[config.mk]
export PLATFORM = sky130hd
export DESIGN_NAME = target_scheduler
export DESIGN_NICKNAME = d
export VERILOG_FILES = /design/src/rtl/game_pkg.sv /design/src/rtl/target_lfsr.sv /design/src/rtl/target_scheduler.sv
export SDC_FILE = /design/constraint.sdc
export NUM_CORES = 1
export LEC_CHECK = 0
export BUFFER_PORTS_ARGS = -buffer_cell sky130_fd_sc_hd__clkbuf_2
export CORE_ASPECT_RATIO = 0.8
export CORE_MARGIN = 2
export CORE_UTILIZATION = 60
export CTS_CLUSTER_SIZE = 25
export DETAILED_ROUTE_END_ITERATION = 8
export GPL_TIMING_DRIVEN = 1
export PLACE_DENSITY_LB_ADDON = 0.2
export SYNTH_ARGS = -nofsm -noshare
export SYNTH_HDL_FRONTEND = slang
export SYNTH_SLANG_ARGS = --single-unit
[constraint.sdc]
create_clock -name clkIn -period 2.6 [get_ports clkIn]
set_input_delay 0.13 -clock clkIn [delete_from_list [all_inputs] [get_ports clkIn]]
set_output_delay 0.13 -clock clkIn [all_outputs]
set_load 0.005 [all_outputs]
[src/rtl/game_pkg.sv]
// Shared encodings and limits for the reaction-game blocks.
package game_pkg;

  typedef enum logic [1:0] {
    IDLE = 2'd0,
    GAP  = 2'd1,
    SHOW = 2'd2,
    DONE = 2'd3
  } sched_state_t;

  localparam logic [15:0] LFSR_TAPS   = 16'hB400;
  localparam int          MAX_SECONDS = 63;
  localparam int          MAX_TARGETS = 8;

endpackage

[src/rtl/target_lfsr.sv]
// 16-bit right-shifting Galois LFSR; load_n low reloads the seed on the clock edge.
module target_lfsr
  import game_pkg::*;
#(
  parameter logic [15:0] SEED = 16'hACE1
) (
  input  logic       clk,
  input  logic       load_n,
  output logic [2:0] pick
);

  logic [15:0] lfsr_reg;

  always_ff @(posedge clk) begin
    if (!load_n) begin
      lfsr_reg <= SEED;
    end else begin
      lfsr_reg <= {1'b0, lfsr_reg[15:1]} ^ (lfsr_reg[0] ? LFSR_TAPS : 16'h0000);
    end
  end

  // Only the low bits feed target selection.
  assign pick = lfsr_reg[2:0];

endmodule

[src/rtl/target_scheduler.sv]
// Lights pseudo-random targets, judges presses as hit or miss and runs the round countdown.
module target_scheduler
  import game_pkg::*;
#(
  parameter int          NUM_TARGETS   = 4,
  parameter int          GAME_SECONDS  = 30,
  parameter int          WINDOW_CYCLES = 75_000_000,
  parameter int          GAP_CYCLES    = 25_000_000,
  parameter logic [15:0] LFSR_SEED     = 16'hACE1
) (
  input  logic                   clkIn,
  input  logic                   reset,
  input  logic                   tick_1hz,
  input  logic                   game_active,
  input  logic [NUM_TARGETS-1:0] buttons,
  output logic [NUM_TARGETS-1:0] target_led,
  output logic                   player_scored,
  output logic                   player_missed,
  output logic                   timer_expired,
  output logic [5:0]             seconds_left
);

  localparam int              MAX_CYC      = (WINDOW_CYCLES > GAP_CYCLES) ? WINDOW_CYCLES : GAP_CYCLES;
  localparam int              CW           = $clog2(MAX_CYC);
  localparam logic [CW-1:0]   WINDOW_LOAD  = CW'(WINDOW_CYCLES - 1);
  localparam logic [CW-1:0]   GAP_LOAD     = CW'(GAP_CYCLES - 1);
  localparam logic [5:0]      SECONDS_INIT = 6'(GAME_SECONDS);
  localparam logic [3:0]      NT           = 4'(NUM_TARGETS);

  sched_state_t           state_reg;
  logic [CW-1:0]          count_reg;
  logic [NUM_TARGETS-1:0] btn_prev_reg;
  logic [NUM_TARGETS-1:0] press;
  logic [NUM_TARGETS-1:0] onehot;
  logic [2:0]             prev_idx_reg;
  logic [2:0]             lfsr_pick;
  logic [3:0]             raw_idx;
  logic [3:0]             sel_idx;
  logic                   hit_lit;
  logic                   hit_other;
  logic                   round_end;

  target_lfsr #(.SEED(LFSR_SEED)) u_lfsr (
    .clk    (clkIn),
    .load_n (reset),
    .pick   (lfsr_pick)
  );

  assign press     = buttons & ~btn_prev_reg;
  assign hit_other = |(press & ~target_led);
  assign hit_lit   = |(press & target_led);
  assign round_end = tick_1hz && (seconds_left == 6'd1);

  // Never repeat the previous target: bump to the next index instead.
  always_comb begin
    raw_idx = {1'b0, lfsr_pick} % NT;
    sel_idx = raw_idx;
    if (raw_idx == {1'b0, prev_idx_reg}) begin
      sel_idx = (raw_idx == NT - 4'd1) ? 4'd0 : raw_idx + 4'd1;
    end
  end

  for (genvar gi = 0; gi < NUM_TARGETS; gi++) begin : g_onehot
    assign onehot[gi] = (sel_idx == 4'(gi));
  end

  always_ff @(posedge clkIn) begin
    if (!reset) begin
      state_reg     <= IDLE;
      count_reg     <= '0;
      btn_prev_reg  <= '1;
      prev_idx_reg  <= 3'd0;
      target_led    <= '0;
      player_scored <= 1'b0;
      player_missed <= 1'b0;
      timer_expired <= 1'b0;
      seconds_left  <= SECONDS_INIT;
    end else begin
      btn_prev_reg  <= buttons;
      player_scored <= 1'b0;
      player_missed <= 1'b0;
      case (state_reg)
        IDLE: begin
          target_led    <= '0;
          timer_expired <= 1'b0;
          seconds_left  <= SECONDS_INIT;
          if (game_active) begin
            state_reg <= GAP;
            count_reg <= GAP_LOAD;
          end
        end
        GAP, SHOW: begin
          if (!game_active) begin
            state_reg    <= IDLE;
            target_led   <= '0;
            seconds_left <= SECONDS_INIT;
          end else if (round_end) begin
            // Round end wins over any judgement made in the same cycle.
            state_reg     <= DONE;
            timer_expired <= 1'b1;
            target_led    <= '0;
            seconds_left  <= 6'd0;
          end else begin
            if (tick_1hz && seconds_left != 6'd0) begin
              seconds_left <= seconds_left - 6'd1;
            end
            if (state_reg == GAP) begin
              if (count_reg == '0) begin
                state_reg    <= SHOW;
                target_led   <= onehot;
                prev_idx_reg <= sel_idx[2:0];
                count_reg    <= WINDOW_LOAD;
              end else begin
                count_reg <= count_reg - 1'b1;
              end
            end else begin
              if (hit_other || (!hit_lit && count_reg == '0)) begin
                player_missed <= 1'b1;
                target_led    <= '0;
                state_reg     <= GAP;
                count_reg     <= GAP_LOAD;
              end else if (hit_lit) begin
                player_scored <= 1'b1;
                target_led    <= '0;
                state_reg     <= GAP;
                count_reg     <= GAP_LOAD;
              end else begin
                count_reg <= count_reg - 1'b1;
              end
            end
          end
        end
        DONE: begin
          target_led   <= '0;
          seconds_left <= 6'd0;
          if (!game_active) begin
            state_reg     <= IDLE;
            timer_expired <= 1'b0;
            seconds_left  <= SECONDS_INIT;
          end
        end
        default: state_reg <= IDLE;
      endcase
    end
  end

endmodule

Word-level counts from Yosys, hierarchy flattened
Cells that the tools add are included.

storage, ports and cells
  output and inout bits = 13
  input bits = 8
  bits in registers = 65
  word-level logic and storage cells = 99

operators by class
  add/subtract/negate cells = 3
  bitwise gates (word level) = 10
  multiplexer cells = 38
  reductions and logical operators = 21
  equality and inequality tests = 17

operator list
  operator                                                                count
  27-bit two-way mux                                                      7
  27-bit one-hot mux with 2 select lines                                  1
  27-bit logical NOT                                                      1
  27-bit by 1-bit subtractor with 27-bit output (second input constant)   1
  4-bit two-way mux                                                       6
  6-bit two-way mux                                                       3
  6-bit one-hot mux with 3 select lines                                   1
  16-bit two-way mux                                                      1
  2-bit two-way mux                                                       8
  15-bit by 16-bit XOR with 16-bit output                                 1
  4-bit bitwise AND                                                       3
  2-bit != test (second input constant)                                   5
  4-bit by 2-bit equality test with 1-bit output (second input constant)  2
  4-bit NOT                                                               2
  4-bit one-hot mux with 2 select lines                                   1
  4-bit AND reduction                                                     2
  4-bit OR reduction                                                      2
  2-bit equality test (second input constant)                             3
  6-bit by 1-bit equality test with 1-bit output (second input constant)  1
  3-bit two-way mux                                                       2
  6-bit != test (second input constant)                                   1
  2-bit one-hot mux with 3 select lines                                   1
  6-bit nonzero test                                                      1
  6-bit OR reduction                                                      1
  22 further kinds                                                        32

Depth between registers and ports, before layout
  depth after elaboration = 12
  depth in mapped cells = 9
  mapped depth without buffers = 8

Modules after synthesis
Synthesis repeated with hierarchy kept, for this count alone.

unflattened totals
  cells, all modules = 365
  area, all modules = 3251.9 um2

by module, submodules not included
  module            area each (um2)  seq. area each (um2)  instances  cells an instance
  target_scheduler  2776.4           960.9                 1          326
  target_lfsr       475.5            320.3                 1          39

Worst setup path after synthesis
OpenSTA, ideal clock, no wires.

  path kind = register -> register
  start point = register state_reg[0]
  end point = register count_reg[13]
  data arrival time = 2.289 ns
  stages on the path, launching flop included = 10
  setup slack = 0.241 ns
  path buffers = 2
  data required time = 2.530 ns
  period minus slack after synthesis = 2.359 ns
  setup time = 0.070 ns
  path through = dfxtp_1 inv_1 ha_1 clkbuf_1 a31o_2 or3_1 clkbuf_1 or4_1 xor2_1 a21boi_1

on the way
  longest elaborated chain between the ends = 5
  elaborated cells on any way between the ends = 13
  classes of those cells = 5 x eq/ne; 4 x mux; 4 x reduce/logical

RTL lines
  what                                            line                                             RTL
  from (decl)                                     target_scheduler.sv:30                           sched_state_t state_reg;
  from (signal assigned)                          target_scheduler.sv:69                           state_reg <= IDLE;
  from (signal assigned)                          target_scheduler.sv:88                           state_reg <= GAP;
  from (signal assigned)                          target_scheduler.sv:94                           state_reg <= IDLE;
  2-bit by 1-bit equality test with 1-bit output  target_scheduler.sv:82, target_scheduler.sv:107
  27-bit two-way mux                              target_scheduler.sv:107                          if (state_reg == GAP) begin
  27-bit two-way mux                              target_scheduler.sv:97                           end else if (round_end) begin
  27-bit two-way mux                              target_scheduler.sv:93                           if (!game_active) begin
  27-bit one-hot mux with 2 select lines          target_scheduler.sv:82                           case (state_reg)
  to (signal assigned)                            target_scheduler.sv:114                          count_reg <= count_reg - 1'b1;
  to (signal assigned)                            target_scheduler.sv:128                          count_reg <= count_reg - 1'b1;
  to (decl)                                       target_scheduler.sv:31                           logic [CW-1:0] count_reg;

Several ways; a longest one is shown, not always the timed one. The select of a mux whose other input is x is not followed.
A chain may end at the register's enable or synchronous reset.

Worst setup path after layout
Same ends and word-level chain as after synthesis.

==> flow_summary_export.csv <==
group,metric,value,unit
pwr,swShare,30.0,%
worst_setup_path,worstPathArrival,2.72,ns
layout,multi_input_area,1800,um2
pwr,p_total,2600,uW
synth,synth_edf_count,0,
timing,fin_crit_sh,94.0,%
timing,maxSlewViolCount,0,
worst_setup_path,reg2reg_from,"state_reg[0]",
routing,drc,0,
global_route,antenna_found_initial,0,
floorplanning,dieArea,5870,um2
cts,clock_sinks,64,
cts,cts_root_buf,"clkbuf_8",
global_route,use_met3,8.81,%
timing,relSlewSlack,29.3,%
place,post_dp_cell_area,3360,um2
pwr,p_leak,0.00145,uW
worst_setup_path,path_delay_family,"simple AND/OR/NAND/NOR gates",
synth,ys_seq_area_share,40.6,%
timing,setup_violations,0,
routing,vias,2756,
cts,post_cts_buffers,0,
synth,synth_area,3160,um2
synth,synth_cells,365,
floorplanning,die_x,85.1,um
layout,drive_gt1_share,13.8,%
worst_setup_path,critPathMaxFanout,8,
cts,clock_latency,0.35,ns
floorplanning,rows,23,
hold_path,hold_class,"in2reg",
cts,tritoncts,"built",
worst_setup_path,crit_type,"reg2reg",
synth,yosysWarnings,0,
cts,htreeDepth,3,
routing,drt-vias-per-instance,5.97,
worst_setup_path,path_cells,"inv_1 -> ha_1 -> o21ai_0 -> a31o_2 -> or3_4 -> or4_1 -> xor2_1 -> a21boi_1",
timing,rsz0062_at_grt,"true",
worst_setup_path,worst_setup_path_start_kind,"register",
global_route,use_met1,32.2,%
worst_setup_path,worst-path-stages,8,
routing,dr.pass1.iters,4,
timing,tightest_slew,1.06,ns
floorplanning,io_pins,21,
layout,regArea,1280,um2
timing,fin_setup_tns,0,ns
floorplanning,core-area,5040,um2
timing,fmax,409,MHz
worst_setup_path,end_kind,"register",
timing,hold_violations,0,
place,dp_hpwl,4570,um
pwr,ir_drop,640,uV
worst_setup_path,startpoint,"state_reg[0]",
timing,fin_crit,2.44,ns
pwr,comb_power_share,19.1,%
routing,dr.first_iter.drc_count,177,
routing,routed_wl,6840,um
run,maxCapViolCount,0,
routing,wl_per_cell,14.8,um
worst_setup_path,ff2ff_path_depth,8,
pwr,powerDensity,716,nW/um2
timing,clock_skew,0.00943,ns
global_route,first_global_vias,2451,
status,outcome,"completed",
worst_setup_path,crit_path_end,"count_reg[13]",
worst_setup_path,critPathBufInv,1,
cts,cts.reportedPaths.clkPinSlew,0.07,ns
global_route,grtUsageMet2,39.5,%
layout,synthToLayoutAreaGrowth,14.9,%
global_route,busiest_layer,"met2",
layout,nets,411,
synth,synthFlopType,"dfxtp_1",
synth,ys_seq_elements,64,
pwr,p_seq_share,43.9,%
routing,ant_nets,0,
worst_setup_path,r2r_end,"count_reg[13]",
worst_setup_path,regToRegSetupSlack,0.16,ns
floorplanning,start_util,62.7,%
pwr,pwr-share-clk,37.0,%
global_route,grt_start_max_net_pins,50,
layout,largest_reg_flops,27,
synth,synth_nets,381,
pwr,p_int,1820,uW
place,gp_congestion,0.822,
synth,synth_cell_types,53,
layout,utilization,72.1,%
layout,diodes,0,
timing,whs,0.145,ns
worst_setup_path,max_stage_delay,0.44,ns
pwr,p_sw,780,uW
global_route,grt_pass1_wl,11400,um
layout,fillers,402,
worst_setup_path,crit_required,2.88,ns
floorplanning,dieHeight,68.9,um
cts,cts_buffers,9,
worst_setup_path,slowest_stage,"or4_1",
cts,clk_path_buf_depth,2,
layout,stdcell_area,3630,um2
place,place.port_buffers,20,
global_route,grt-ovfl-total,0,
synth,avgSynthCellArea,8.66,um2
global_route,grt_util_all_layers,24.9,%
synth,synthArstFlopShare,0,%
[cells by family (layout without fill, tap and decap cells)]
logic type               count (synthesis)  count (layout)  synth area share, %
AO/OA/AOI/OAI                           82              82                 16.6
XOR/XNOR                                15              15                 4.16
adder cells (fa/ha/maj)                  8               8                 3.17
buffers and inverters                   24              59                 2.85
flip-flops                              64              64                 40.6
multiplexers                             4               4                 1.27
AND/OR/NAND/NOR                        168             168                 31.4
[layout make-up]
class | instances | share of cell area [%]
multi-input combinational | 277 | 49.5
clock inverter | 7 | 2.76
timing repair buffer | 34 | 5.93
clock buffer | 9 | 3.41
sequential | 64 | 35.3
inverter | 9 | 0.931
tap | 62 | 2.14
[tightest hold or removal path: stages]
cell      delay [ns]
clkbuf_2        0.11
o21ai_0         0.07
a21oi_1         0.07
nor2_1          0.07
[synth_stat cells (2+ instances only)]
| master | count | area share (%) |
|---|---|---|
| o21ai_1 | 2 | 0.32 |
| or3_1 | 10 | 2.0 |
| nand3b_1 | 6 | 1.4 |
| o31a_1 | 2 | 0.55 |
| o211a_1 | 2 | 0.63 |
| a21boi_1 | 6 | 1.4 |
| nand4_1 | 3 | 0.59 |
| nor2_1 | 28 | 3.3 |
| and2_1 | 17 | 3.4 |
| nand2b_1 | 15 | 3.0 |
| and3_1 | 10 | 2.0 |
| ha_1 | 8 | 3.2 |
| xor2_1 | 5 | 1.4 |
| nor3_1 | 16 | 2.5 |
| nor4_1 | 9 | 1.8 |
| nand3_1 | 7 | 1.1 |
| inv_1 | 9 | 1.1 |
| nor3b_1 | 8 | 1.9 |
| a21o_1 | 2 | 0.48 |
| xnor2_1 | 10 | 2.8 |
| nand2_1 | 18 | 2.1 |
| a31oi_1 | 6 | 1.2 |
| a21oi_1 | 12 | 1.9 |
| mux2i_1 | 4 | 1.3 |
| or4_1 | 6 | 1.4 |
| o21ai_0 | 27 | 4.3 |
| dfxtp_1 | 64 | 41 |
| o21a_1 | 5 | 1.2 |
| nor2b_1 | 4 | 0.79 |
| a211oi_1 | 7 | 1.7 |
| clkbuf_1 | 15 | 1.8 |
[layer usage]
metal	vias to the layer above	wire (um)
li1	1387	-
met1	1277	3260
met2	82	3080
met3	10	405
met4	0	85
met5	-	0
[metrics by stage]
step	cells	setup WS [ns]
after floorplan	365	0.241
after global placement	442	0.231
after detailed placement	442	0.144
after CTS	462	0.0978
after global routing	462	-0.0169
final	462	0.156
[worst min path at each step]
stage | startpoint | end | slack, ns | cells after the start
2_1_floorplan | buttons[0] | btn_prev_reg[0] | 0.23 | 1
3_3_place_gp | buttons[0] | btn_prev_reg[0] | 0.34 | 2
3_5_place_dp | buttons[3] | btn_prev_reg[3] | 0.35 | 2
4_1_cts | tick_1hz | seconds_left[5] | 0.13 | 4
5_1_grt | tick_1hz | seconds_left[5] | 0.16 | 4
6_report | tick_1hz | seconds_left[5] | 0.15 | 4
[layout by cell type (no fill, tap or decap), drive strengths merged, types with 2 or more instances in the layout]
cell          n
nor2b         4
and2         18
nor3         16
nand2        18
inv          12
or4           6
clkinv        2
a21o          2
and3         11
or3          11
dlygate4sd3   4
ha            8
nand4         4
a211oi        7
mux2i         4
nor3b         8
nor4         11
nor2         28
bufinv        2
xnor2        10
buf          10
a21oi        12
nand3b        6
a21boi        7
nand3         7
nand2b       15
o211a         2
o21a          5
o31a          2
xor2          5
o21ai        29
dfxtp        64
a31oi         6
clkbuf       29
[timing repair]
| item | CTS | global route |
|---|---|---|
| resized for setup | 0 | 3 |
| endpoints found under the hold margin | 4 | 0 |
| setup endpoints to repair | 0 | 7 |
| hold buffers | 4 | 0 |
[power groups by stage]
stage	combinational [uW]	clock, uW	sequential, uW
floorplan	360	0	1140
global placement	467	0	1160
detailed placement	477	0	1160
CTS	489	990	1140
global route	553	1030	1150
finish	496	963	1140
Note: power is estimated with default switching activity, not from simulation.
